### src/rtl/graf_pkg.sv
// Shared framebuffer geometry and types for the graphics plotting path.
package graf_pkg;

   localparam int unsigned SCREEN_W       = 640;
   localparam int unsigned SCREEN_H       = 480;
   localparam int unsigned WORDS_PER_LINE = 40;
   localparam int unsigned FB_WORDS       = 19200;
   localparam int unsigned CAM_NO_BLOB    = 1023;

   typedef enum logic [2:0] {
      ST_IDLE,
      ST_WAIT_GNT,
      ST_READ,
      ST_READ_WAIT,
      ST_WRITE,
      ST_WRITE_WAIT
   } plot_state_t;

   // One pixel update: framebuffer word, bit within the word, and clear/set.
   typedef struct packed {
      logic [17:0] address;
      logic [3:0]  bit_index;
      logic        erase;
   } plot_req_t;

endpackage

### src/rtl/cam_to_fb_addr.sv
// Camera coordinate filter and scaling into a framebuffer word address and bit index.
module cam_to_fb_addr #(
   parameter int unsigned CAM_W          = 1024,
   parameter int unsigned CAM_H          = 768,
   parameter int unsigned WORDS_PER_LINE = 40
) (
   input  logic [9:0]  x,
   input  logic [9:0]  y,
   output logic        valid,
   output logic [17:0] address,
   output logic [3:0]  bit_index
);

   logic [12:0] x_prod;
   logic [12:0] y_prod;
   logic [9:0]  sx;
   logic [9:0]  sy;

   always_comb begin
      // x*5 as x + 4x keeps the product inside 13 bits
      x_prod    = {3'b000, x} + {1'b0, x, 2'b00};
      y_prod    = {3'b000, y} + {1'b0, y, 2'b00};
      sx        = x_prod[12:3];
      sy        = y_prod[12:3];
      address   = 18'(18'(sy) * 18'(WORDS_PER_LINE)) + 18'(sx[9:4]);
      bit_index = sx[3:0];
      valid     = (32'(x) != CAM_W - 1) && (32'(y) < CAM_H);
   end

endmodule

### src/rtl/pixel_plotter.sv
// Plots filtered camera points into the 1-bit framebuffer via a granted
// read-modify-write on the shared SRAM port.
module pixel_plotter
   import graf_pkg::*;
#(
   parameter int unsigned CAM_W          = 1024,
   parameter int unsigned CAM_H          = 768,
   parameter int unsigned WORDS_PER_LINE = 40
) (
   input  logic        clk,
   input  logic        reset,
   input  logic        point_valid,
   input  logic [9:0]  x,
   input  logic [9:0]  y,
   input  logic        erase,
   output logic        req,
   input  logic        gnt,
   output logic [17:0] address,
   output logic [15:0] data_write,
   input  logic [15:0] data_read,
   output logic        read,
   output logic        write,
   input  logic        ready,
   output logic        busy,
   output logic [7:0]  drop_count
);

   plot_state_t state, state_next;
   plot_req_t   point, pend, work, last;
   logic        point_ok, pend_full, last_valid;
   logic        dup, accept, consume, read_done, write_done;
   logic [15:0] mask;

   cam_to_fb_addr #(
      .CAM_W          (CAM_W),
      .CAM_H          (CAM_H),
      .WORDS_PER_LINE (WORDS_PER_LINE)
   ) u_addr (
      .x         (x),
      .y         (y),
      .valid     (point_ok),
      .address   (point.address),
      .bit_index (point.bit_index)
   );

   always_comb begin
      point.erase = erase;
      dup         = last_valid && (point == last);
      accept      = point_valid && point_ok && !dup;
      consume     = (state == ST_WAIT_GNT) && gnt;
      read_done   = ((state == ST_READ) || (state == ST_READ_WAIT)) && ready;
      write_done  = ((state == ST_WRITE) || (state == ST_WRITE_WAIT)) && ready;
      mask        = 16'b1 << work.bit_index;
   end

   always_ff @(posedge clk) begin
      if (reset) state <= ST_IDLE;
      else       state <= state_next;
   end

   // A completion pulse can arrive in the strobe's first cycle, so the
   // strobe states exit on ready directly as well as via their wait states.
   always_comb begin
      state_next = state;
      unique case (state)
         ST_IDLE:       if (pend_full) state_next = ST_WAIT_GNT;
         ST_WAIT_GNT:   if (gnt)       state_next = ST_READ;
         ST_READ:       state_next = ready ? ST_WRITE : ST_READ_WAIT;
         ST_READ_WAIT:  if (ready)     state_next = ST_WRITE;
         ST_WRITE:      state_next = ready ? ST_IDLE : ST_WRITE_WAIT;
         ST_WRITE_WAIT: if (ready)     state_next = ST_IDLE;
         default:       state_next = ST_IDLE;
      endcase
   end

   always_comb begin
      busy  = (state != ST_IDLE);
      req   = busy;
      read  = (state == ST_READ) || (state == ST_READ_WAIT);
      write = (state == ST_WRITE) || (state == ST_WRITE_WAIT);
   end

   always_ff @(posedge clk) begin
      if (reset) begin
         pend       <= '0;
         pend_full  <= 1'b0;
         work       <= '0;
         last       <= '0;
         last_valid <= 1'b0;
         data_write <= '0;
         drop_count <= '0;
      end else begin
         // A fill coinciding with the hand-off to the working register is not a drop
         if (accept) begin
            pend      <= point;
            pend_full <= 1'b1;
            if (pend_full && !consume && (drop_count != '1))
               drop_count <= drop_count + 8'd1;
         end else if (consume) begin
            pend_full <= 1'b0;
         end
         if (consume) work <= pend;
         if (read_done)
            data_write <= work.erase ? (data_read & ~mask) : (data_read | mask);
         if (write_done) begin
            last       <= work;
            last_valid <= 1'b1;
         end
      end
   end

   assign address = work.address;

endmodule

### config.mk
export PLATFORM = sky130hd
export DESIGN_NAME = pixel_plotter
export DESIGN_NICKNAME = d
export VERILOG_FILES = /design/src/rtl/graf_pkg.sv /design/src/rtl/cam_to_fb_addr.sv /design/src/rtl/pixel_plotter.sv
export SDC_FILE = /design/constraint.sdc
export NUM_CORES = 1
export LEC_CHECK = 0
export BUFFER_PORTS_ARGS = -buffer_cell sky130_fd_sc_hd__buf_2
export CAP_MARGIN = 20
export CORE_MARGIN = 1.5
export CORE_UTILIZATION = 58
export DETAILED_ROUTE_END_ITERATION = 8
export HOLD_SLACK_MARGIN = 0.08
export PLACE_DENSITY_LB_ADDON = 0.12
export SYNTH_ARGS = -nofsm -noshare
export SYNTH_HDL_FRONTEND = slang
export SYNTH_SLANG_ARGS = --single-unit
### constraint.sdc
create_clock -name clk -period 7.9 [get_ports clk]
set_input_delay 1.185 -clock clk [delete_from_list [all_inputs] [get_ports clk]]
set_output_delay 1.185 -clock clk [all_outputs]
set_load 0.02 [all_outputs]
==> out/metrics.csv <==
metric,value,unit
result_of_the_run,finished clean,
final_cell_mix,"nand2_1, dfxtp_1, buf_2",
rrSetupSlack,4.53,ns
ys_async_sr_fraction,0,%
ys_seq_elements,95,
drt-initial-drc-count,287,
largest_fanout_of_any_net_on_the_critical_path,43,
cellLeakagePower,2.61,nW
timing.final.max_slew_violations,0,
layout_worst_path_cycle_share,82.4,%
r2r-start,last[7]$_SDFFE_PP0P_,
detailed_place_hpwl,10100,um
finalWorstPathRequiredPeriod,6.51,ns
start_util,60.0,%
die_w,104,um
clockPowerShare,21.4,%
netlist_instances,725,
p_switching,539,uW
worst-r2r-cell-count,11,
routedWlPerCell,15.2,um
final_common_cell,nand2_1,
power_per_cell_area,222,nW/um^2
combPwrFrac,41.5,%
drc_violations,0,
final_layout_size_suffix_gt1_share,15.5,%
grt_first_pass_wirelength,23300,um
worst_hold_path_type,flop to flop,
post_layout_nonfiller_instances,906,
worst-setup-path-type,input port to flop,
cts_sinks,95,
max_freq,154,MHz
yosysSeqAreaShare,32.4,%
nFillCells,894,
ys_dominant_reg_cell,dfxtp_1,
fp-row-count,36,
finalSetupViolations,0,
post_synth_num_cell_types,73,
nets_finish,846,
dieArea,10700,sq um
vias_per_cell,5.79,
synthesis.yosys.warnings,0,
drv_cap,0,
worst_setup_end_kind,flop,
numPortBuffers,86,
insertion_delay_of_the_later_clocked_pin_in_the_worst_skew_pair,0.38,ns
wirelength,13700,um
syn_nets,803,
capture_endpoint_of_the_worst_hold_path,work[2]$_SDFFE_PP0P_,
timing_worst_slew_pin_value,0.961,ns
cts-hold-fix-buffers,0,
p_int,868,uW
chipHeight,104,um
netlist_area,5860,sq um
core_area,9770,sq um
hold_depth,2,
placedCellCount,890,
dr_total_vias,5242,
routabilityCongestion,0.878,
critPathRequiredTime,8.17,ns
num_cts_buffers,9,
sw_frac_of_total,38.3,%
vdd_drop_max,128,uV
cts_tree,built,
setup_repair_after_global_routing_missed_its_margin,no,
drt_first_pass_iters,4,
area_delta_synth_final,8.30,%
reg2reg_to,drop_count[0]$_SDFFE_PP0P_,
clock_pin_slew_of_the_registers_on_the_worst_case_setup_and_hold_paths,0.10,ns
maxSlewHeadroom,36.0,%
boundaryPins,88,
p_seq_share,37.2,%
timing.critical_path.from_type,input port,
cts-root-to-sink-buffers,2,
drt.antenna.violating_nets,0,
first_global_vias,4936,
crit_arrival,6.78,ns
avgSynthCellArea,8.09,sq um
worst_hold_startpoint,pend[2]$_SDFFE_PP0P_,
diodes,0,
totalNegativeSetupSlack,0,ns
clock_tree.root_cell,clkbuf_8,
gr-total-overflow,0,
report.final.hold_viol_count,0,
cts_resized,0,
skew,0.0188,ns
global_routing_usage_summed_across_all_routing_layers,26.3,%
grt_start_max_net_pins,92,
synth-edff-count,0,
post_cts_buffers,0,
number_of_antenna_violations_at_the_first_check_in_global_routing,0,
number_of_levels_in_the_clock_h_tree,3,
[kinds of logic after synthesis]
family / after synthesis / synth area share, %
simple gates: 267 / 21.6
compound gates: 189 / 20.7
flops: 95 / 32.4
buf+inv: 75 / 6.60
xor+xnor: 45 / 7.45
fa+ha+maj: 36 / 8.20
mux: 17 / 2.92
other cells: 1 / 0.0640
[metal layers]
metal,GRT usage [%],routed length [um],vias to the layer above
met5,0,0,-
met1,33.1,6060,2463
met3,4.72,537,28
met4,9.62,336,0
met2,45.0,6810,118
li1,-,-,2633
[power groups by stage]
stage               clock network (mW)  logic [mW]  registers [mW]
global placement                     0       0.571           0.533
CTS                              0.306       0.581           0.522
finish                           0.301       0.583           0.523
floorplan                            0       0.460           0.531
detailed placement                   0       0.579           0.534
global route                     0.325       0.646           0.526
[cell type report]
| type | instances | area (sq um) | area share (%) |
|---|---|---|---|
| Timing Repair Buffer | 89 | 453 | 7.13 |
| Tap cell | 133 | 166 | 2.62 |
| Inverter | 18 | 67.6 | 1.06 |
| Multi-Input combinational cell | 555 | 3580 | 56.4 |
| Clock buffer | 10 | 138 | 2.17 |
| Sequential cell | 95 | 1900 | 30.0 |
| Clock inverter | 6 | 43.8 | 0.690 |
[state kept, by name, indices dropped and copies added, names as in the netlist]
signal,flops
work,5
data_write,16
state,3
drop_count,8
last_valid,1
pend_full,1
last,22
pend,22
address,17
[cells in the mapped netlist, types with 10 or more instances]
master / count / share of area (%)
mux2i_1: 16 / 2.7
xor2_1: 15 / 2.2
buf_4: 19 / 2.4
nor3_1: 10 / 0.85
xnor2_1: 26 / 3.9
or4_1: 10 / 1.3
o21ai_0: 35 / 3.0
nor2_1: 60 / 3.8
nand2_1: 115 / 7.4
ha_1: 32 / 6.8
inv_1: 17 / 1.1
a21oi_1: 74 / 6.3
dfxtp_1: 95 / 32
and2_1: 11 / 1.2
clkbuf_1: 32 / 2.0
[critical path: stages]
cell and delay, ns:
buf_2 0.11, and2_1 0.17, fa_1 0.43, a211oi_1 0.37
o21bai_1 0.13, a21oi_1 0.23, o21bai_1 0.09, a21oi_1 0.18
xnor2_1 0.18, ha_1 0.28, ha_1 0.44, nand4_1 0.14
o22ai_1 0.14, o31a_1 0.28, o21ai_0 0.25, o31a_1 0.30
xnor3_1 0.26, or4b_4 0.48, o31ai_4 0.17, buf_4 0.49
nor3_1 0.17, mux2_2 0.29
[per-stage QoR]
stage / power [mW] / worst slack, ns / cell area, sq um / util [%] / hold slack, ns
4_1_cts: 1.41 / 1.43 / 6350 / 65.0 / 0.440
5_1_grt: 1.50 / 0.971 / 6350 / 65.0 / 0.476
3_3_place_gp: 1.10 / 1.12 / 6170 / 63.1 / 0.437
6_report: 1.41 / 1.39 / 6350 / 65.0 / 0.433
3_5_place_dp: 1.11 / 1.05 / 6170 / 63.1 / 0.439
2_1_floorplan: 0.991 / 2.02 / 5860 / - / 0.427
[worst max path at each step]
| stage | from | to | slack (ns) | cells past startpoint |
|---|---|---|---|---|
| 5_1_grt | y[2] | drop_count[0]$_SDFFE_PP0P_ | 0.97 | 22 |
| 6_report | y[2] | drop_count[0]$_SDFFE_PP0P_ | 1.39 | 22 |
| 3_5_place_dp | y[1] | drop_count[0]$_SDFFE_PP0P_ | 1.05 | 24 |
| 2_1_floorplan | y[2] | pend[11]$_SDFFE_PP0P_ | 2.02 | 22 |
| 4_1_cts | y[1] | drop_count[0]$_SDFFE_PP0P_ | 1.43 | 24 |
| 3_3_place_gp | y[2] | drop_count[0]$_SDFFE_PP0P_ | 1.12 | 22 |
Power figures use the tool's default switching activity.
